--- config.mk ---
export PLATFORM = sky130hd
export DESIGN_NAME = avmm_pio_edge_irq
export DESIGN_NICKNAME = d
export VERILOG_FILES = /design/src/rtl/avmm_pio_edge_irq_pkg.sv /design/src/rtl/pio_debounce_ch.sv /design/src/rtl/avmm_pio_edge_irq.sv
export SDC_FILE = /design/constraint.sdc
export NUM_CORES = 1
export LEC_CHECK = 0
export CAP_MARGIN = 10
export CORE_AREA = 2 2 131 133
export DETAILED_ROUTE_END_ITERATION = 7
export DIE_AREA = 0 0 133 135
export GPL_TIMING_DRIVEN = 0
export HOLD_SLACK_MARGIN = 0.03
export MAX_ROUTING_LAYER = met4
export PLACE_DENSITY = 0.57
export SLEW_MARGIN = 5
export SYNTH_ARGS = -nofsm -noshare
export SYNTH_HDL_FRONTEND = slang
export SYNTH_SLANG_ARGS = --single-unit
--- constraint.sdc ---
create_clock -name clk -period 1.55 [get_ports clk]
set_input_delay 0.155 -clock clk [delete_from_list [all_inputs] [get_ports clk]]
set_output_delay 0.155 -clock clk [all_outputs]
set_load 0.01 [all_outputs]
--- src/rtl/avmm_pio_edge_irq_pkg.sv ---
// Shared constants for the Avalon-MM PIO with debounced edge-capture interrupts.
package avmm_pio_edge_irq_pkg;

  localparam int unsigned DATA_W = 32;

  typedef enum logic [2:0] {
    REG_IN       = 3'd0,
    REG_OUT      = 3'd1,
    REG_IRQ_MASK = 3'd2,
    REG_EDGE_CAP = 3'd3,
    REG_RISE_EN  = 3'd4,
    REG_FALL_EN  = 3'd5
  } reg_addr_e;

endpackage

--- src/rtl/pio_debounce_ch.sv ---
// One input channel: 2-flop synchronizer, debounce counter and accepted-edge pulses.
module pio_debounce_ch #(
  parameter int unsigned DEBOUNCE_CYCLES = 16
) (
  input  logic clk,
  input  logic reset,
  input  logic pin,
  output logic stable,
  output logic rise,
  output logic fall
);

  localparam int unsigned CW = $clog2(DEBOUNCE_CYCLES + 1);

  logic          sync_a;
  logic          sync_b;
  logic [CW-1:0] cnt;
  logic          accept;

  // The DEBOUNCE_CYCLES-th consecutive mismatching cycle commits the new level.
  assign accept = (sync_b != stable) && (cnt == CW'(DEBOUNCE_CYCLES - 1));
  assign rise   = accept && sync_b;
  assign fall   = accept && !sync_b;

  always_ff @(posedge clk) begin
    if (reset) begin
      sync_a <= 1'b0;
      sync_b <= 1'b0;
      stable <= 1'b0;
      cnt    <= '0;
    end else begin
      sync_a <= pin;
      sync_b <= sync_a;
      if (sync_b == stable) begin
        cnt <= '0;
      end else if (accept) begin
        cnt    <= '0;
        stable <= sync_b;
      end else begin
        cnt <= cnt + CW'(1);
      end
    end
  end

endmodule

--- src/rtl/avmm_pio_edge_irq.sv ---
// Avalon-MM PIO: debounced inputs, registered outputs, edge capture and level irq.
module avmm_pio_edge_irq
  import avmm_pio_edge_irq_pkg::*;
#(
  parameter int unsigned NUM_CH          = 8,
  parameter int unsigned DEBOUNCE_CYCLES = 16
) (
  input  logic              clk,
  input  logic              reset,
  input  logic [2:0]        avs_address,
  input  logic              avs_read,
  input  logic              avs_write,
  input  logic [DATA_W-1:0] avs_writedata,
  output logic [DATA_W-1:0] avs_readdata,
  output logic              avs_readdatavalid,
  input  logic [NUM_CH-1:0] pio_in,
  output logic [NUM_CH-1:0] pio_out,
  output logic              irq
);

  logic [NUM_CH-1:0] stable;
  logic [NUM_CH-1:0] rise;
  logic [NUM_CH-1:0] fall;
  logic [NUM_CH-1:0] irq_mask;
  logic [NUM_CH-1:0] edge_cap;
  logic [NUM_CH-1:0] rise_en;
  logic [NUM_CH-1:0] fall_en;
  logic [NUM_CH-1:0] wdata;
  logic [NUM_CH-1:0] cap_clr;
  logic [DATA_W-1:0] rd_mux;
  logic              wr_out;
  logic              wr_mask;
  logic              wr_cap;
  logic              wr_rise;
  logic              wr_fall;

  for (genvar i = 0; i < NUM_CH; i++) begin : g_ch
    pio_debounce_ch #(
      .DEBOUNCE_CYCLES(DEBOUNCE_CYCLES)
    ) u_ch (
      .clk   (clk),
      .reset (reset),
      .pin   (pio_in[i]),
      .stable(stable[i]),
      .rise  (rise[i]),
      .fall  (fall[i])
    );
  end

  if (NUM_CH < DATA_W) begin : g_hi
    logic unused_hi;
    assign unused_hi = ^avs_writedata[DATA_W-1:NUM_CH];
  end

  assign wdata   = avs_writedata[NUM_CH-1:0];
  assign wr_out  = avs_write && (avs_address == REG_OUT);
  assign wr_mask = avs_write && (avs_address == REG_IRQ_MASK);
  assign wr_cap  = avs_write && (avs_address == REG_EDGE_CAP);
  assign wr_rise = avs_write && (avs_address == REG_RISE_EN);
  assign wr_fall = avs_write && (avs_address == REG_FALL_EN);
  assign cap_clr = wr_cap ? wdata : '0;

  always_comb begin
    rd_mux = '0;
    case (avs_address)
      REG_IN:       rd_mux[NUM_CH-1:0] = stable;
      REG_OUT:      rd_mux[NUM_CH-1:0] = pio_out;
      REG_IRQ_MASK: rd_mux[NUM_CH-1:0] = irq_mask;
      REG_EDGE_CAP: rd_mux[NUM_CH-1:0] = edge_cap;
      REG_RISE_EN:  rd_mux[NUM_CH-1:0] = rise_en;
      REG_FALL_EN:  rd_mux[NUM_CH-1:0] = fall_en;
      default:      rd_mux = '0;
    endcase
  end

  always_ff @(posedge clk) begin
    if (reset) begin
      pio_out           <= '0;
      irq_mask          <= '0;
      edge_cap          <= '0;
      rise_en           <= '0;
      fall_en           <= '0;
      irq               <= 1'b0;
      avs_readdata      <= '0;
      avs_readdatavalid <= 1'b0;
    end else begin
      if (wr_out)  pio_out  <= wdata;
      if (wr_mask) irq_mask <= wdata;
      if (wr_rise) rise_en  <= wdata;
      if (wr_fall) fall_en  <= wdata;
      // Set terms are OR-ed after the clear so a coincident new edge survives.
      edge_cap          <= (edge_cap & ~cap_clr) | (rise & rise_en) | (fall & fall_en);
      irq               <= |(edge_cap & irq_mask);
      avs_readdatavalid <= avs_read;
      if (avs_read) avs_readdata <= rd_mux;
    end
  end

endmodule

# ---- Yosys cells after proc, flatten, opt, wreduce, memory -nomap -nowiden
# Cells that the tools add are included.
dict set report op_classes {
  reduce_logical 55
  muxes 2
  bitwise 15
  n_eq_ne 29
  addsub 8
}
# operator n
set op_table {}
lappend op_table {{8-bit case mux with 6 select lines} 1}
lappend op_table {{5-bit by 1-bit adder with 5-bit output, second input constant} 8}
lappend op_table {{5-bit by 4-bit equality test with 1-bit output, second input constant} 8}
lappend op_table {{8-bit bitwise AND} 4}
lappend op_table {{1-bit logical AND} 29}
lappend op_table {{3-bit OR reduction} 8}
lappend op_table {{8-bit bitwise OR} 2}
lappend op_table {{2-bit AND reduction} 8}
lappend op_table {{1-bit equality test} 8}
lappend op_table {{1-bit zero test} 8}
lappend op_table {{8-bit two-way mux} 1}
lappend op_table {{1-bit inequality test} 8}
lappend op_table {{1-bit NOT} 8}
lappend op_table {{8-bit NOT} 1}
lappend op_table {{8-bit OR reduction} 1}
lappend op_table {{3-bit by 2-bit equality test with 1-bit output, second input constant} 2}
lappend op_table {{3-bit equality test, second input constant} 2}
lappend op_table {{3-bit by 1-bit equality test with 1-bit output, second input constant} 1}
lappend op_table {{3-bit zero test} 1}
dict set report word_totals {
  reg_bits 114
  out_inout_bits 42
  inputBits 47
}

# ---- Logic depth before layout (Yosys ltp)
# Gate-level depths: netlist of run 1.
dict set report depth {
  ltp_word 7
  ltp_mapped 5
  mapped_depth_nobuf 5
}

# ---- Modules after synthesis
# A second synthesis of run 1 with hierarchy kept.
dict set report hier_totals {
  hier_cells 534
  area_unflattened_um2 4858.4
}
# module cells_each area_per_inst_um2 seq_area_each_um2 instances
set modules_own_cells {}
lappend modules_own_cells {avmm_pio_edge_irq 294 2436.1 1001.0 1}
lappend modules_own_cells {pio_debounce_ch 30 302.8 160.2 8}

# ---- Worst setup path before layout of run 1
# OpenSTA, ideal clock, no wires.
dict set report synth_timing {
  path_type {register to register}
  start {reg g_ch[3].u_ch.cnt[0]}
  end {reg g_ch[3].u_ch.cnt[2]}
  slack_ps 72
  arrival_ps 1413
  n_path_buf 0
  stages_incl_launch_ff 6
  cell_sequence {dfxtp_1 > ha_1 > and3_1 > ha_1 > or3_1 > nor2_1}
}
dict set report synth_between {
  elab_chain_cells 3
}
# item line_no
set synth_rtl {}
lappend synth_rtl {{start, declared} pio_debounce_ch.sv:17} ;# logic [CW-1:0] cnt;
lappend synth_rtl {{start signal, assigned} pio_debounce_ch.sv:40} ;# cnt <= cnt + CW'(1);
lappend synth_rtl {{branches (longest 3 deep; another with 5-bit by 1-bit adder with 5-bit output)} -}
# Several ways; the timed one is not identified.
# A chain may end at the register's enable or synchronous reset.

# ---- Worst setup path in the final report of run 1
dict set report layout_timing {
  start {reg avs_readdata[6]}
  end {out avs_readdata[6]}
}
# item line_no
set layout_rtl {}
lappend layout_rtl {{start, declared} avmm_pio_edge_irq.sv:14} ;# output logic [DATA_W-1:0] avs_readdata,
lappend layout_rtl {{start signal, assigned} avmm_pio_edge_irq.sv:95} ;# if (avs_read) avs_readdata <= rd_mux;
# No word-level cell between the ends.

==> impl_metrics.ini, run 1 <==
[min_path]
holdPathEnd = g_ch[2].u_ch.sync_a$_SDFF_PP0_
hold_depth = 2
hold_class = in2reg
hold_start = pio_in[2]

[synthesis]
yosys.area.top_type = dfxtp_1
synth_top_cells_by_area = dfxtp_1 (47%), mux2i_1 (10%), nor2_1 (5.7%)
ys.flop_type = dfxtp_1
synth.avg_cell_area_um2 = 9.68
synthArstFlopShare_pct = 0
synthTopCellsByCount = dfxtp_1 (114), nor2_1 (74), mux2i_1 (50)
synth_area_mm2 = 0.00490
syn_inst = 506
seq_area_frac_synth_pct = 46.6
synth_edf_count = 0
yosysTopAreaCellShare_pct = 46.6
yosysMostFrequentCell = dfxtp_1
yosys_warnings = 0
ys_types = 43
synth-seq-cells = 114

[sta]
rsz0062_at_grt = false
final_hold_viol_count = 0
fmax_mhz = 661
finalSetupViolations = 0
finClkSkew_ps = 4.92
slew_headroom_pct = 57.3
final.min_clock_period_ps = 1510
hold_ws_ps = 299
setup_slack_ps = 37.2
fin_crit_sh_pct = 97.6
drv_slew = 0
worst_pin_slew_ps = 640
tns_ps = 0

[finish]
diodes = 0
final_area_mm2 = 0.00648
fill_cells = 1631
nNetsFinal = 653
finalNonFillerCells = 823
areaGrowthSynthToFinish_pct = 32.2
final_layout_size_suffix_gt1_share_pct = 17.6
post-route-util_pct = 39.5

[setup_path]
path_buf_inv = 1
critical_path_class = reg2out
cp_slowest_cell = clkdlybuf4s50_1
timing.rr.end = g_ch[7].u_ch.cnt[2]$_SDFF_PP0_
end_kind = output port
crit_start = avs_readdata[6]$_SDFFE_PP0P_
crit_path_max_incr_delay_ps = 560
start_kind = register
rr_worst_depth = 5
critical_path.cell_chain = clkdlybuf4s50_1
r2r_slack_ps = 70
cp_data_arrival_time_ps = 1360
r2r-start = g_ch[7].u_ch.cnt[0]$_SDFF_PP0_
cp_max_fo = 2
required_ps = 1390
path_delay_family = buffers and inverters

[route]
first_pass_iters = 4
drcViolationCount = 0
first_iter_violations = 207
wl_per_cell_um = 14.3
via_per_inst = 4.46
wirelength_mm = 11.8
ant_nets = 0
routed-via-count = 3672

[grt]
grt_pass1_vias = 3618
globalRouteTotalUtil_pct = 14.2
grt_pass1_wl_mm = 18.7
antenna_found_initial = 0
grt_max_degree = 17
grt-ovfl-total = 0

[status]
status = finished clean

[floorplan]
core_area_mm2 = 0.0164
ioPinCount = 89
row_count = 47
die_w_um = 133
die_h_um = 135
dieArea_mm2 = 0.0180
start_util_pct = 29.9

[power]
p_per_area_mw_per_mm2 = 1260
sw_frac_of_total_pct = 20.1
total_power_mw = 8.17
pwr-share-seq_pct = 37.0
clock_power_share_pct = 57.6
p_switching_mw = 1.64
irDropWorstVdd_v = 0.000739
pwr-share-comb_pct = 5.5
p_leak_nw = 2.64
p_int_mw = 6.53

[placed_design]
place_area_mm2 = 0.00565
routabilityCongestion = 0.805
io_buffers = 39
post-place-ws_ps = -676
dpl.cell_count = 788
place_hpwl_mm = 8.26

[clocking]
cts_buffer_depth = 2
root_buffer = clkbuf_16
clock_latency_ps = 410
numCtsBuffers = 17
ctsHoldBuffers = 0
cts_tree = done
cts_htree_levels = 4
cts.clk_slew.worst_paths_ps = 60
clock_sinks = 114

[job]
drv_cap = 0
==> layout by cell type, fill, tap and decap left out, drive strengths merged, types with 4 or more instances in the layout <==
master,instances
mux2,5
inv,26
a21oi,18
nand3,9
nor3,4
conb,24
nor2,74
nand2,18
o21ai,20
and3b,16
nor2b,18
ha,16
dfxtp,114
o22ai,5
mux2i,50
clkbuf,21
a22oi,4
bufinv,8
a221o,4
buf,43
xnor2,16
clkdlybuf4s50,33
and3,8
dlymetal6s2s,5
xor2,8
clkinv,4
or3,8
==> metal layers <==
layer / GRT usage [%] / wire (µm) / part of all wire [%]
met3: 4.32 / 726 / 6.2
met1: 16.6 / 5290 / 45
met4: 7.35 / 206 / 1.7
met5: - / 0 / 0
met2: 22.1 / 5570 / 47
==> worst max path at each step <==
| stage | to | slack, ps | cells past startpoint |
|---|---|---|---|
| floorplan | g_ch[3].u_ch.cnt[2]$_SDFF_PP0_ | 70 | 5 |
| global placement | pio_out[3]$_SDFFE_PP0P_ | -670 | 5 |
| detailed placement | pio_out[6]$_SDFFE_PP0P_ | -680 | 5 |
| CTS | g_ch[0].u_ch.cnt[2]$_SDFF_PP0_ | 1 | 5 |
| global route | g_ch[7].u_ch.cnt[3]$_SDFF_PP0_ | 1 | 5 |
| finish | avs_readdata[6] | 40 | 1 |
==> power groups by stage <==
stage	Clock [mW]	Combinational, mW	Sequential [mW]
4_1_cts	4.79	0.444	3.02
5_1_grt	4.92	0.485	3.03
6_report	4.70	0.447	3.02
2_1_floorplan	0	0.261	3.08
3_3_place_gp	0	0.431	3.08
3_5_place_dp	0	0.433	3.08
==> cell families (layout without fill, tap and decap cells) <==
| kind of cell | after synthesis | in the layout | share of synthesized area [%] |
|---|---|---|---|
| and+or+nand+nor | 165 | 165 | 17.5 |
| AOI/OAI and AO/OA | 61 | 61 | 7.64 |
| other | 1 | 24 | 0.0766 |
| adders and majority gates | 16 | 16 | 4.09 |
| xor gates and xnor gates | 24 | 24 | 4.29 |
| buffers and inverters | 70 | 144 | 8.40 |
| muxes | 55 | 55 | 11.4 |
| DFF | 114 | 114 | 46.6 |
==> cell type report <==
| type | instances | area, µm² | area share (%) |
|---|---|---|---|
| multi-input combinational | 345 | 2360 | 36.5 |
| sequential | 114 | 2280 | 35.3 |
| clock buffer | 17 | 425 | 6.57 |
| timing repair buffer | 42 | 424 | 6.55 |
| buffer | 44 | 322 | 4.96 |
| clock inverter | 15 | 287 | 4.42 |
| tap | 220 | 275 | 4.25 |
| inverter | 26 | 97.6 | 1.51 |
==> state kept, by name (all words and copies together) (netlist names) <==
name	cells
fall_en	8
avs_readdata	8
g_ch.u_ch.sync_b	8
rise_en	8
irq	1
g_ch.u_ch.stable	8
g_ch.u_ch.cnt	40
edge_cap	8
avs_readdatavalid	1
g_ch.u_ch.sync_a	8
pio_out	8
irq_mask	8
==> what timing repair did <==
action / 4_1_cts / 5_1_grt
gates resized for setup: 15 / 17
setup endpoints to repair: 60 / 50
pin swaps: 0 / 7
setup buffers: 2 / 1
No activity file was read; power rests on OpenSTA's default activity.
==> inputs of run 2 (changes only) <==
Settings changed: CTS_CLUSTER_DIAMETER from default to 80, RECOVER_POWER from default to 100.
==> impl_metrics.ini, run 2 (same netlist as run 1, synthesis figures left out) <==
[setup_path]
cp_slowest_cell = clkdlybuf4s50_1
critical_path_class = reg2out
critical_path.cell_chain = clkdlybuf4s50_1
cp_max_fo = 2
cp_data_arrival_time_ps = 1360
path_delay_family = buffers and inverters
required_ps = 1390
path_buf_inv = 1
r2r_slack_ps = 70
end_kind = output port
start_kind = register
crit_path_max_incr_delay_ps = 560

[sta]
finalSetupViolations = 0
final.min_clock_period_ps = 1520
worst_pin_slew_ps = 680
drv_slew = 0
slew_headroom_pct = 54.7
setup_slack_ps = 32.5
fmax_mhz = 659
finClkSkew_ps = 4.37
fin_crit_sh_pct = 97.9
final_hold_viol_count = 0

[floorplan]
start_util_pct = 29.9
row_count = 47
die_w_um = 133
die_h_um = 135
core_area_mm2 = 0.0164
ioPinCount = 89
dieArea_mm2 = 0.0180

[clocking]
clock_sinks = 114
cts.clk_slew.worst_paths_ps = 60
cts_htree_levels = 4
numCtsBuffers = 17
cts_buffer_depth = 2
root_buffer = clkbuf_16
cts_tree = done
clock_latency_ps = 420

[job]
drv_cap = 0

[finish]
fill_cells = 1639
layout_commonest_cell = dfxtp_1
largest_reg_flops = 40
final_area_mm2 = 0.00644
nNetsFinal = 653
most-common-layout-cells = dfxtp_1 (113), nor2_1 (71), mux2i_1 (50)
regArea_mm2 = 0.00228
regMostFlops = g_ch.u_ch.cnt
multi_input_area_mm2 = 0.00235
areaGrowthSynthToFinish_pct = 31.6
final_layout_size_suffix_gt1_share_pct = 16.7

[placed_design]
place_area_mm2 = 0.00565
io_buffers = 39
place_hpwl_mm = 8.26
post-place-ws_ps = -676
routabilityCongestion = 0.805

[route]
wl_per_cell_um = 14.3
routed-via-count = 3663
ant_nets = 0
first_pass_iters = 4
drcViolationCount = 0
via_per_inst = 4.45
wirelength_mm = 11.8
first_iter_violations = 211

[grt]
antenna_found_initial = 1
grt-ovfl-total = 0
grt_max_degree = 17
globalRouteTotalUtil_pct = 14.2
grt_pass1_wl_mm = 18.7
grt_pass1_vias = 3618

[power]
p_leak_nw = 2.55
irDropWorstVdd_v = 0.000753
p_per_area_mw_per_mm2 = 1270
total_power_mw = 8.17

[min_path]
hold_class = in2reg

[status]
status = finished clean
[run 2: cell type report]
type	instances	area share, %
Antenna cell	1	0.0388
Multi-Input combinational cell	345	36.5
Tap cell	220	4.27
Sequential cell	114	35.4
Buffer	44	4.93
Clock buffer	17	6.60
Timing Repair Buffer	42	6.29
Clock inverter	15	4.45
Inverter	26	1.51
[run 2: path summary, 6_finish.rpt]
path	end	start	cells after the start
worst max-delay path	avs_readdata[6]	avs_readdata[6]$_SDFFE_PP0P_	1
worst min-delay path	g_ch[5].u_ch.sync_a$_SDFF_PP0_	pio_in[5]	2
worst max register to register	g_ch[7].u_ch.cnt[2]$_SDFF_PP0_	g_ch[7].u_ch.cnt[0]$_SDFF_PP0_	5
worst min register to register	g_ch[3].u_ch.sync_b$_SDFF_PP0_	g_ch[3].u_ch.sync_a$_SDFF_PP0_	1
[run 2: metal layers]
metal	share of wire [%]	track usage, %	routed length (µm)
met4	2.2	7.35	262
met5	0	-	0
met3	5.9	4.32	702
met1	45	16.6	5310
met2	47	22.1	5530
[run 2: per-stage QoR]
stage	setup TNS, ps	instances	hold slack [ps]	utilization [%]
2_1_floorplan	0	529	283	-
3_3_place_gp	-31100	788	424	34.4
3_5_place_dp	-32280	788	421	34.4
4_1_cts	0	822	282	39.2
5_1_grt	-12.3	824	294	39.3
6_report	0	824	295	39.3
[run 2: what timing repair did]
| action | CTS | global route |
|---|---|---|
| endpoints found under the hold margin | 0 | 0 |
| pin swaps | 0 | 7 |
| endpoints found under the setup margin | 60 | 50 |
| gates resized for setup | 15 | 17 |
| setup buffers | 2 | 1 |
| hold buffers | 0 | 0 |
[run 2: report_power, final]
part	leakage (nW)	switching, mW	internal [mW]	total (mW)
logic	1.29	0.230	0.213	0.443
clock network	0.339	1.38	3.33	4.71
registers	0.925	0.0353	2.98	3.02
